==> src/rtl/cpu_pkg.sv <==
// Shared CPU definitions: fetch sequencer state encoding, PC step and default reset vector.
package cpu_pkg;

  typedef enum logic [2:0] {
    IDLE,
    FETCH,
    WAIT_I,
    EXEC,
    STALL_D
  } fetch_state_e;

  localparam logic [31:0] PC_STEP          = 32'd4;
  localparam logic [31:0] DEFAULT_RESET_PC = 32'h0000_0000;

endpackage

==> src/rtl/fetch_sequencer_if.sv <==
// Fetch-side bus bundle: instruction cache handshake, data cache busy, branch controls and decode outputs.
interface fetch_sequencer_if #(
  parameter int OFFSET_W = 8
);

  logic [31:0]                PC;
  logic                       IMEM_READ;
  logic [31:0]                IMEM_ADDRESS;
  logic [31:0]                IMEM_READDATA;
  logic                       IMEM_BUSYWAIT;
  logic                       DMEM_BUSYWAIT;
  logic [31:0]                INSTRUCTION;
  logic                       INSTR_VALID;
  logic                       BRANCH;
  logic                       JUMP;
  logic                       ZERO;
  logic signed [OFFSET_W-1:0] RD_OFFSET;
  logic                       FETCH_TIMEOUT;

  // Sequencer side.
  modport master (
    output PC, IMEM_READ, IMEM_ADDRESS, INSTRUCTION, INSTR_VALID, FETCH_TIMEOUT,
    input  IMEM_READDATA, IMEM_BUSYWAIT, DMEM_BUSYWAIT, BRANCH, JUMP, ZERO, RD_OFFSET
  );

  // Caches, control unit and ALU side.
  modport slave (
    input  PC, IMEM_READ, IMEM_ADDRESS, INSTRUCTION, INSTR_VALID, FETCH_TIMEOUT,
    output IMEM_READDATA, IMEM_BUSYWAIT, DMEM_BUSYWAIT, BRANCH, JUMP, ZERO, RD_OFFSET
  );

endinterface

==> src/rtl/next_pc_calc.sv <==
// Combinational next-PC selection: PC+4, or PC+4 plus the scaled signed word offset on jump / taken branch.
module next_pc_calc
  import cpu_pkg::*;
#(
  parameter int OFFSET_W = 8
) (
  input  logic [31:0]                PC,
  input  logic signed [OFFSET_W-1:0] RD_OFFSET,
  input  logic                       BRANCH,
  input  logic                       JUMP,
  input  logic                       ZERO,
  output logic [31:0]                NEXTPC
);

  logic [31:0]        pc_plus4;
  logic signed [31:0] offset_ext;
  logic [31:0]        target;

  assign pc_plus4   = PC + PC_STEP;
  assign offset_ext = 32'(RD_OFFSET);
  // Wrap-around is intentional: all arithmetic is modulo 2^32.
  assign target     = pc_plus4 + $unsigned(offset_ext <<< 2);

  always_comb begin
    NEXTPC = pc_plus4;
    if (JUMP || (BRANCH && ZERO)) begin
      NEXTPC = target;
    end
  end

endmodule

==> src/rtl/fetch_sequencer.sv <==
// Multi-cycle fetch sequencer owning the PC and instruction-cache handshake.
// Optional performance counters are enabled with the FETCH_PERF_CNT_EN macro.
module fetch_sequencer
  import cpu_pkg::*;
#(
  parameter logic [31:0] RESET_PC   = DEFAULT_RESET_PC,
  parameter int          OFFSET_W   = 8,
  parameter int          WAIT_LIMIT = 255
) (
  input  logic               CLK,
  input  logic               RESET,
  fetch_sequencer_if.master  bus
`ifdef FETCH_PERF_CNT_EN
  ,
  output logic [31:0]        INSTR_COUNT,
  output logic [31:0]        STALL_COUNT
`endif
);

  localparam int             CNT_W    = $clog2(WAIT_LIMIT + 1);
  localparam logic [CNT_W-1:0] LIMIT    = CNT_W'(WAIT_LIMIT);
  localparam logic [CNT_W-1:0] LIMIT_M1 = CNT_W'(WAIT_LIMIT - 1);

  fetch_state_e     state_q, state_d;
  logic [31:0]      pc;
  logic [31:0]      next_pc;
  logic [31:0]      instr;
  logic [CNT_W-1:0] wait_cnt;
  logic             timeout;
  logic             pc_upd;
  logic             capture;
  logic             imem_read;
  logic             instr_valid;

  next_pc_calc #(
    .OFFSET_W (OFFSET_W)
  ) u_next_pc (
    .PC        (pc),
    .RD_OFFSET (bus.RD_OFFSET),
    .BRANCH    (bus.BRANCH),
    .JUMP      (bus.JUMP),
    .ZERO      (bus.ZERO),
    .NEXTPC    (next_pc)
  );

  always_ff @(posedge CLK or posedge RESET) begin
    if (RESET) begin
      state_q <= IDLE;
    end else begin
      state_q <= state_d;
    end
  end

  // Handshake outputs are decoded from state so a reset drops them without a clock.
  always_comb begin
    state_d     = state_q;
    pc_upd      = 1'b0;
    capture     = 1'b0;
    imem_read   = 1'b0;
    instr_valid = 1'b0;
    unique case (state_q)
      IDLE: begin
        state_d = FETCH;
      end
      FETCH, WAIT_I: begin
        imem_read = 1'b1;
        if (!bus.IMEM_BUSYWAIT) begin
          capture = 1'b1;
          state_d = EXEC;
        end else begin
          state_d = WAIT_I;
        end
      end
      EXEC, STALL_D: begin
        instr_valid = 1'b1;
        if (bus.DMEM_BUSYWAIT) begin
          state_d = STALL_D;
        end else begin
          pc_upd  = 1'b1;
          state_d = FETCH;
        end
      end
      default: begin
        state_d = IDLE;
      end
    endcase
  end

  always_ff @(posedge CLK or posedge RESET) begin
    if (RESET) begin
      pc       <= RESET_PC;
      instr    <= '0;
      wait_cnt <= '0;
      timeout  <= 1'b0;
    end else begin
      if (pc_upd) begin
        pc <= next_pc;
      end
      if (capture) begin
        instr <= bus.IMEM_READDATA;
      end
      // Counter saturates at the limit; the timeout flag is sticky until reset.
      if (state_q == WAIT_I) begin
        if (capture) begin
          wait_cnt <= '0;
        end else begin
          if (wait_cnt != LIMIT) begin
            wait_cnt <= wait_cnt + CNT_W'(1);
          end
          if (wait_cnt == LIMIT_M1) begin
            timeout <= 1'b1;
          end
        end
      end
    end
  end

  assign bus.PC            = pc;
  assign bus.IMEM_ADDRESS  = pc;
  assign bus.IMEM_READ     = imem_read;
  assign bus.INSTRUCTION   = instr;
  assign bus.INSTR_VALID   = instr_valid;
  assign bus.FETCH_TIMEOUT = timeout;

`ifdef FETCH_PERF_CNT_EN
  always_ff @(posedge CLK or posedge RESET) begin
    if (RESET) begin
      INSTR_COUNT <= '0;
      STALL_COUNT <= '0;
    end else begin
      if (pc_upd) begin
        INSTR_COUNT <= INSTR_COUNT + 32'd1;
      end
      if (state_q == WAIT_I || state_q == STALL_D) begin
        STALL_COUNT <= STALL_COUNT + 32'd1;
      end
    end
  end
`endif

endmodule

==> src/flat_wrapper.sv <==
// flat-port wrapper written by rule: the top's interface ports become plain ports
module fetch_sequencer_flat import cpu_pkg::*;
#(
  parameter logic [31:0] RESET_PC   = DEFAULT_RESET_PC,
  parameter int          OFFSET_W   = 8,
  parameter int          WAIT_LIMIT = 255
)
  (CLK, RESET, bus_PC, bus_IMEM_READ, bus_IMEM_ADDRESS, bus_INSTRUCTION, bus_INSTR_VALID, bus_FETCH_TIMEOUT, bus_IMEM_READDATA, bus_IMEM_BUSYWAIT, bus_DMEM_BUSYWAIT, bus_BRANCH, bus_JUMP, bus_ZERO, bus_RD_OFFSET);
  fetch_sequencer_if #(.OFFSET_W(OFFSET_W)) bus_i ();
  input  logic CLK;
  input  logic RESET;
  output wire logic [$bits(bus_i.PC)-1:0] bus_PC;
  output wire logic [$bits(bus_i.IMEM_READ)-1:0] bus_IMEM_READ;
  output wire logic [$bits(bus_i.IMEM_ADDRESS)-1:0] bus_IMEM_ADDRESS;
  output wire logic [$bits(bus_i.INSTRUCTION)-1:0] bus_INSTRUCTION;
  output wire logic [$bits(bus_i.INSTR_VALID)-1:0] bus_INSTR_VALID;
  output wire logic [$bits(bus_i.FETCH_TIMEOUT)-1:0] bus_FETCH_TIMEOUT;
  input wire logic [$bits(bus_i.IMEM_READDATA)-1:0] bus_IMEM_READDATA;
  input wire logic [$bits(bus_i.IMEM_BUSYWAIT)-1:0] bus_IMEM_BUSYWAIT;
  input wire logic [$bits(bus_i.DMEM_BUSYWAIT)-1:0] bus_DMEM_BUSYWAIT;
  input wire logic [$bits(bus_i.BRANCH)-1:0] bus_BRANCH;
  input wire logic [$bits(bus_i.JUMP)-1:0] bus_JUMP;
  input wire logic [$bits(bus_i.ZERO)-1:0] bus_ZERO;
  input wire logic [$bits(bus_i.RD_OFFSET)-1:0] bus_RD_OFFSET;
  assign bus_PC = bus_i.PC;
  assign bus_IMEM_READ = bus_i.IMEM_READ;
  assign bus_IMEM_ADDRESS = bus_i.IMEM_ADDRESS;
  assign bus_INSTRUCTION = bus_i.INSTRUCTION;
  assign bus_INSTR_VALID = bus_i.INSTR_VALID;
  assign bus_FETCH_TIMEOUT = bus_i.FETCH_TIMEOUT;
  assign bus_i.IMEM_READDATA = bus_IMEM_READDATA;
  assign bus_i.IMEM_BUSYWAIT = bus_IMEM_BUSYWAIT;
  assign bus_i.DMEM_BUSYWAIT = bus_DMEM_BUSYWAIT;
  assign bus_i.BRANCH = bus_BRANCH;
  assign bus_i.JUMP = bus_JUMP;
  assign bus_i.ZERO = bus_ZERO;
  assign bus_i.RD_OFFSET = bus_RD_OFFSET;
  fetch_sequencer #(.RESET_PC(RESET_PC), .OFFSET_W(OFFSET_W), .WAIT_LIMIT(WAIT_LIMIT)) u_core (.CLK(CLK), .RESET(RESET), .bus(bus_i));
endmodule
==> config.mk <==
export PLATFORM = sky130hd
export DESIGN_NAME = fetch_sequencer_flat
export DESIGN_NICKNAME = d
export VERILOG_FILES = /design/src/rtl/cpu_pkg.sv /design/src/rtl/fetch_sequencer_if.sv /design/src/rtl/next_pc_calc.sv /design/src/rtl/fetch_sequencer.sv /design/src/flat_wrapper.sv
export SDC_FILE = /design/constraint.sdc
export NUM_CORES = 1
export LEC_CHECK = 0
export CORE_ASPECT_RATIO = 0.75
export CORE_MARGIN = 2
export CORE_UTILIZATION = 55
export CTS_CLUSTER_SIZE = 20
export DETAILED_ROUTE_END_ITERATION = 10
export HOLD_SLACK_MARGIN = 0.05
export MAX_ROUTING_LAYER = met4
export PLACE_DENSITY = 0.88
export SLEW_MARGIN = 20
export SYNTH_ARGS = -nofsm -noshare
export SYNTH_HDL_FRONTEND = slang
export SYNTH_HIERARCHICAL = 1
export SYNTH_SLANG_ARGS = --single-unit
==> constraint.sdc <==
create_clock -name CLK -period 6.3 [get_ports CLK]
set_input_delay 0.945 -clock CLK [delete_from_list [all_inputs] [get_ports CLK]]
set_output_delay 0.945 -clock CLK [all_outputs]
set_load 0.05 [all_outputs]
==> results.md <==
STA:
- At the pin with the least slew margin, the transition time is 0.951 ns.
- The final-report setup violation count is 0.
- The max-slew headroom at the worst pin is 0.364.
- Summed over all failing endpoints, the final setup total negative slack is 0 ns.
- Setup repair after global routing left no endpoint under its margin.
- The number of endpoints with negative hold slack in the final report was 0.
- Dividing the final minimum period by the clock period gives 0.711.
- The worst clock skew on the final layout is 0.00577 ns.
- For this run, the top clock speed supported by timing is 0.223 GHz.
- The number of max-slew violations in the final report was 0.
- The worst path in the final design needs a cycle of 4.48 ns, including I/O delays and setup.

Critical path:
- The endpoint of the most critical register-to-register path is u_core/bus.IMEM_ADDRESS[30]$_DFFE_PP0P_.
- The slack of the worst reg-to-reg path is 1.82 ns.
- STA classifies the critical path endpoint as a register.
- Of all nets on the critical path, the largest fanout is 7.
- The number of cells traversed by the worst register-to-register path is 18.
- For this design, the slowest cell found on the critical path is dfrtp_1.
- At the worst endpoint, the arrival time is 4.70 ns.
- For this run, the slowest stage of the critical path takes 0.50 ns.
- The data required time of the critical path is 6.51 ns.
- Broken down by cell family, the worst path's largest delay share belongs to compound AO/OA/AOI/OAI gates.
- Walking the worst path, the cells encountered are and3_1, and3_1, and3_1, and2_2, nand3_1, nor2_1, xor2_1, ha_1, a21o_1, a21o_1, a21oi_1, o21bai_1, a21o_1, a221oi_1, o31ai_1, xor2_1, mux2_2, mux2_2.
- The critical path is of the register to register type.
- The worst setup path is launched from a register.
- The worst register-to-register path begins at u_core/bus.IMEM_ADDRESS[4]$_DFFE_PP0P_.
- The number of buffers and inverters on the critical path is 0.

Die:
- In this run the core area contains 32 standard-cell rows.
- The starting density of the core is 0.568.
- In this run the count of I/O pins placed on the die edge is 146.
- The floorplan step defined a die boundary enclosing 11,500 um2.
- In this run the vertical extent of the chip is 93.5 um.
- The floorplan step set the die width to 123 um.
- The total area inside the core boundary comes to 10,300 um2.

Placement:
- The wire-length estimate of the detail-placed layout is 11,500 um.
- The placer's final routability congestion estimate is 0.943.
- In this run the tool buffered the top-level ports with 145 buffer cells.

Clock network:
- The total CTS buffers is 9.
- The clock tree synthesis step divided the H-tree into 3 levels.
- The hold buffer count at cts is 0.
- The cell sitting at the root of the clock tree is a clkbuf_16.
- The number of clock sinks is 76.
- In this run, post-CTS repair resized a total of 0 instances.
- The clock-pin slew on the worst setup and hold paths is 0.06 ns.
- The number of setup buffers added after CTS is 0.
- TritonCTS built the clock tree.
- The maximum clock insertion buffer count is 2.
- The clock reaches the later pin of the worst-skew pair after 0.33 ns.

Global routing:
- Entering global routing, the biggest net connects 77 pins.
- The via count of the first global-routing pass is 5,132.
- The initial antenna violation count is 0.
- The global router's overall resource usage is 0.290.
- The overflow left after global routing is 0.
- The wire length of the first global-routing pass is 25,500 um.

Hold path:
- The hold path startpoint is u_core/wait_cnt[6]$_DFFE_PP0P_.
- The worst hold endpoint is u_core/wait_cnt[6]$_DFFE_PP0P_.
- Along the worst hold path, the cell count comes to 1.
- The kind of path behind the tightest hold check is register to register.

Layout:
- The antenna diode instance count is 0.
- Leaving out fill and tap cells, the most frequent cell in the layout is clkdlybuf4s50_1.
- In the layout the commonest cells are clkdlybuf4s50_1, dfrtp_1, mux2_2.
- The layout net count is 812.
- The share of final-layout standard cells stronger than drive strength 1 is 0.153.
- Compared with the post-synthesis result, the final layout area differs by 28.1%.

Synthesis:
- Summed over all instances, the cell type with the most area after synthesis is dfrtp_1.
- Each instance of the synthesized netlist takes up on average 9.58 um2.
- Counting every instance in the synthesized netlist gives 613.
- The proportion of register bits with asynchronous set or reset after synthesis is 1.00.
- The cell area that synthesis handed to floorplanning was 5870 um2.
- The main flop type after synthesis is dfrtp_1.
- The number of warnings reported in the yosys synthesis log is 6.
- The number of nets handed over by synthesis was 700.
- The share of Yosys cell area claimed by the top area cell type is 0.324.
- The number of flip-flops and latches in the synthesized netlist is 76.
- Yosys mapped a number of flops with a built-in enable equal to 0.
- The register area share after synthesis is 0.324.
- The number of different library cells used by synthesis comes to 69.
- In the post-synthesis netlist, the biggest area contributors are dfrtp_1, mux2_2, ha_1.

Route:
- For this run, design rule violations remaining after detail routing come to 0.
- The via count is 5,122.
- For this block, the routed nets add up to 15,800 um of wire.
- The first detailed-routing pass took 5 iterations.
- After detailed routing, the number of vias per cell comes to 5.91.
- For this block, the initial DRC count from the detailed router was 385.
- In the final routed layout, each cell accounts on average for 18.2 um.
- The number of nets still failing antenna checks after routing is 0.

Outcome:
- The flow ran to the end, and the final reports show no timing, DRC or antenna violations.

Flow run:
- The tool flagged a number of max-cap violations equal to 0.
-- layout make-up --
| type | instances | area (um2) |
|---|---|---|
| sequential | 76 | 1900 |
| clock buffer | 10 | 239 |
| timing repair buffer | 152 | 1520 |
| inverter | 20 | 75.1 |
| multi-input combinational | 466 | 3540 |
| fill | 732 | 2810 |
| tap | 136 | 170 |
| clock inverter | 6 | 68.8 |
-- how the worst max path moves through the flow --
stage	start	to	slack (ns)	depth (start not counted)
2_1_floorplan	u_core/bus.IMEM_ADDRESS[4]$_DFFE_PP0P_	u_core/bus.IMEM_ADDRESS[30]$_DFFE_PP0P_	2.16	18
3_3_place_gp	bus_RD_OFFSET[7]	u_core/bus.IMEM_ADDRESS[30]$_DFFE_PP0P_	1.76	11
3_5_place_dp	bus_RD_OFFSET[7]	u_core/bus.IMEM_ADDRESS[30]$_DFFE_PP0P_	1.61	11
4_1_cts	u_core/bus.IMEM_ADDRESS[4]$_DFFE_PP0P_	u_core/bus.IMEM_ADDRESS[30]$_DFFE_PP0P_	1.89	18
5_1_grt	u_core/bus.IMEM_ADDRESS[4]$_DFFE_PP0P_	u_core/bus.IMEM_ADDRESS[30]$_DFFE_PP0P_	1.62	18
6_report	u_core/bus.IMEM_ADDRESS[4]$_DFFE_PP0P_	u_core/bus.IMEM_ADDRESS[30]$_DFFE_PP0P_	1.82	18
-- kinds of logic (layout without fill, tap and decap cells) --
| group | count (synthesis) | count (layout) | synth area share |
|---|---|---|---|
| AND/OR/NAND/NOR | 167 | 167 | 0.145 |
| AO/OA/AOI/OAI | 139 | 139 | 0.160 |
| flip-flops | 76 | 76 | 0.324 |
| buffers and inverters | 71 | 188 | 0.0729 |
| multiplexers | 67 | 67 | 0.132 |
| XOR/XNOR | 52 | 52 | 0.0776 |
| adder cells (fa/ha/maj) | 41 | 41 | 0.0882 |
-- stage by stage --
step	setup slack, ns	instances	cell area, um2	utilization	hold slack [ns]
after floorplan	2.16	613	5870	-	0.450
final	1.82	866	7520	0.728	0.492
after global routing	1.62	866	7520	0.728	0.519
after global placement	1.76	849	7190	0.696	0.461
after detailed placement	1.61	849	7190	0.696	0.455
after CTS	1.89	865	7500	0.726	0.483
-- registers in the layout, summed over array words and instances, names as in the netlist --
signal                    flops
u_core/bus.IMEM_ADDRESS      32
u_core/wait_cnt               8
u_core/bus.FETCH_TIMEOUT      1
u_core/state_q                3
u_core/bus.INSTRUCTION       32
-- cells in the mapped netlist, types with 7 or more instances --
| cell type | n |
|---|---|
| a21o_1 | 22 |
| a21oi_1 | 39 |
| and3_1 | 11 |
| buf_4 | 34 |
| clkbuf_1 | 7 |
| dfrtp_1 | 76 |
| ha_1 | 39 |
| inv_1 | 20 |
| mux2_2 | 60 |
| nand2_1 | 41 |
| nand3_1 | 26 |
| nor2_1 | 40 |
| nor3_1 | 12 |
| o21ai_0 | 24 |
| xnor2_1 | 38 |
| xor2_1 | 14 |
-- layer usage --
layer	routed length [um]	GRT usage	vias to the layer above	part of all wire
met5	0	-	-	0
met4	218	0.0691	0	0.014
met3	837	0.0488	21	0.053
met2	7890	0.479	204	0.50
met1	6830	0.374	2488	0.43
li1	-	-	2409	-
-- worst reg2reg max path: cells and delay by family, from the launching register on --
| family | cells | cell delay [ns] |
|---|---|---|
| xor gates and xnor gates | 2 | 0.47 |
| muxes | 2 | 0.54 |
| and+or+nand+nor | 6 | 1.28 |
| AOI/OAI and AO/OA | 7 | 1.27 |
| DFF | 1 | 0.50 |
| adders and majority gates | 1 | 0.33 |
Power is left out: the tool's default activity adds up to more than one toggle a clock period on the data nets, which glitch-free logic cannot reach.
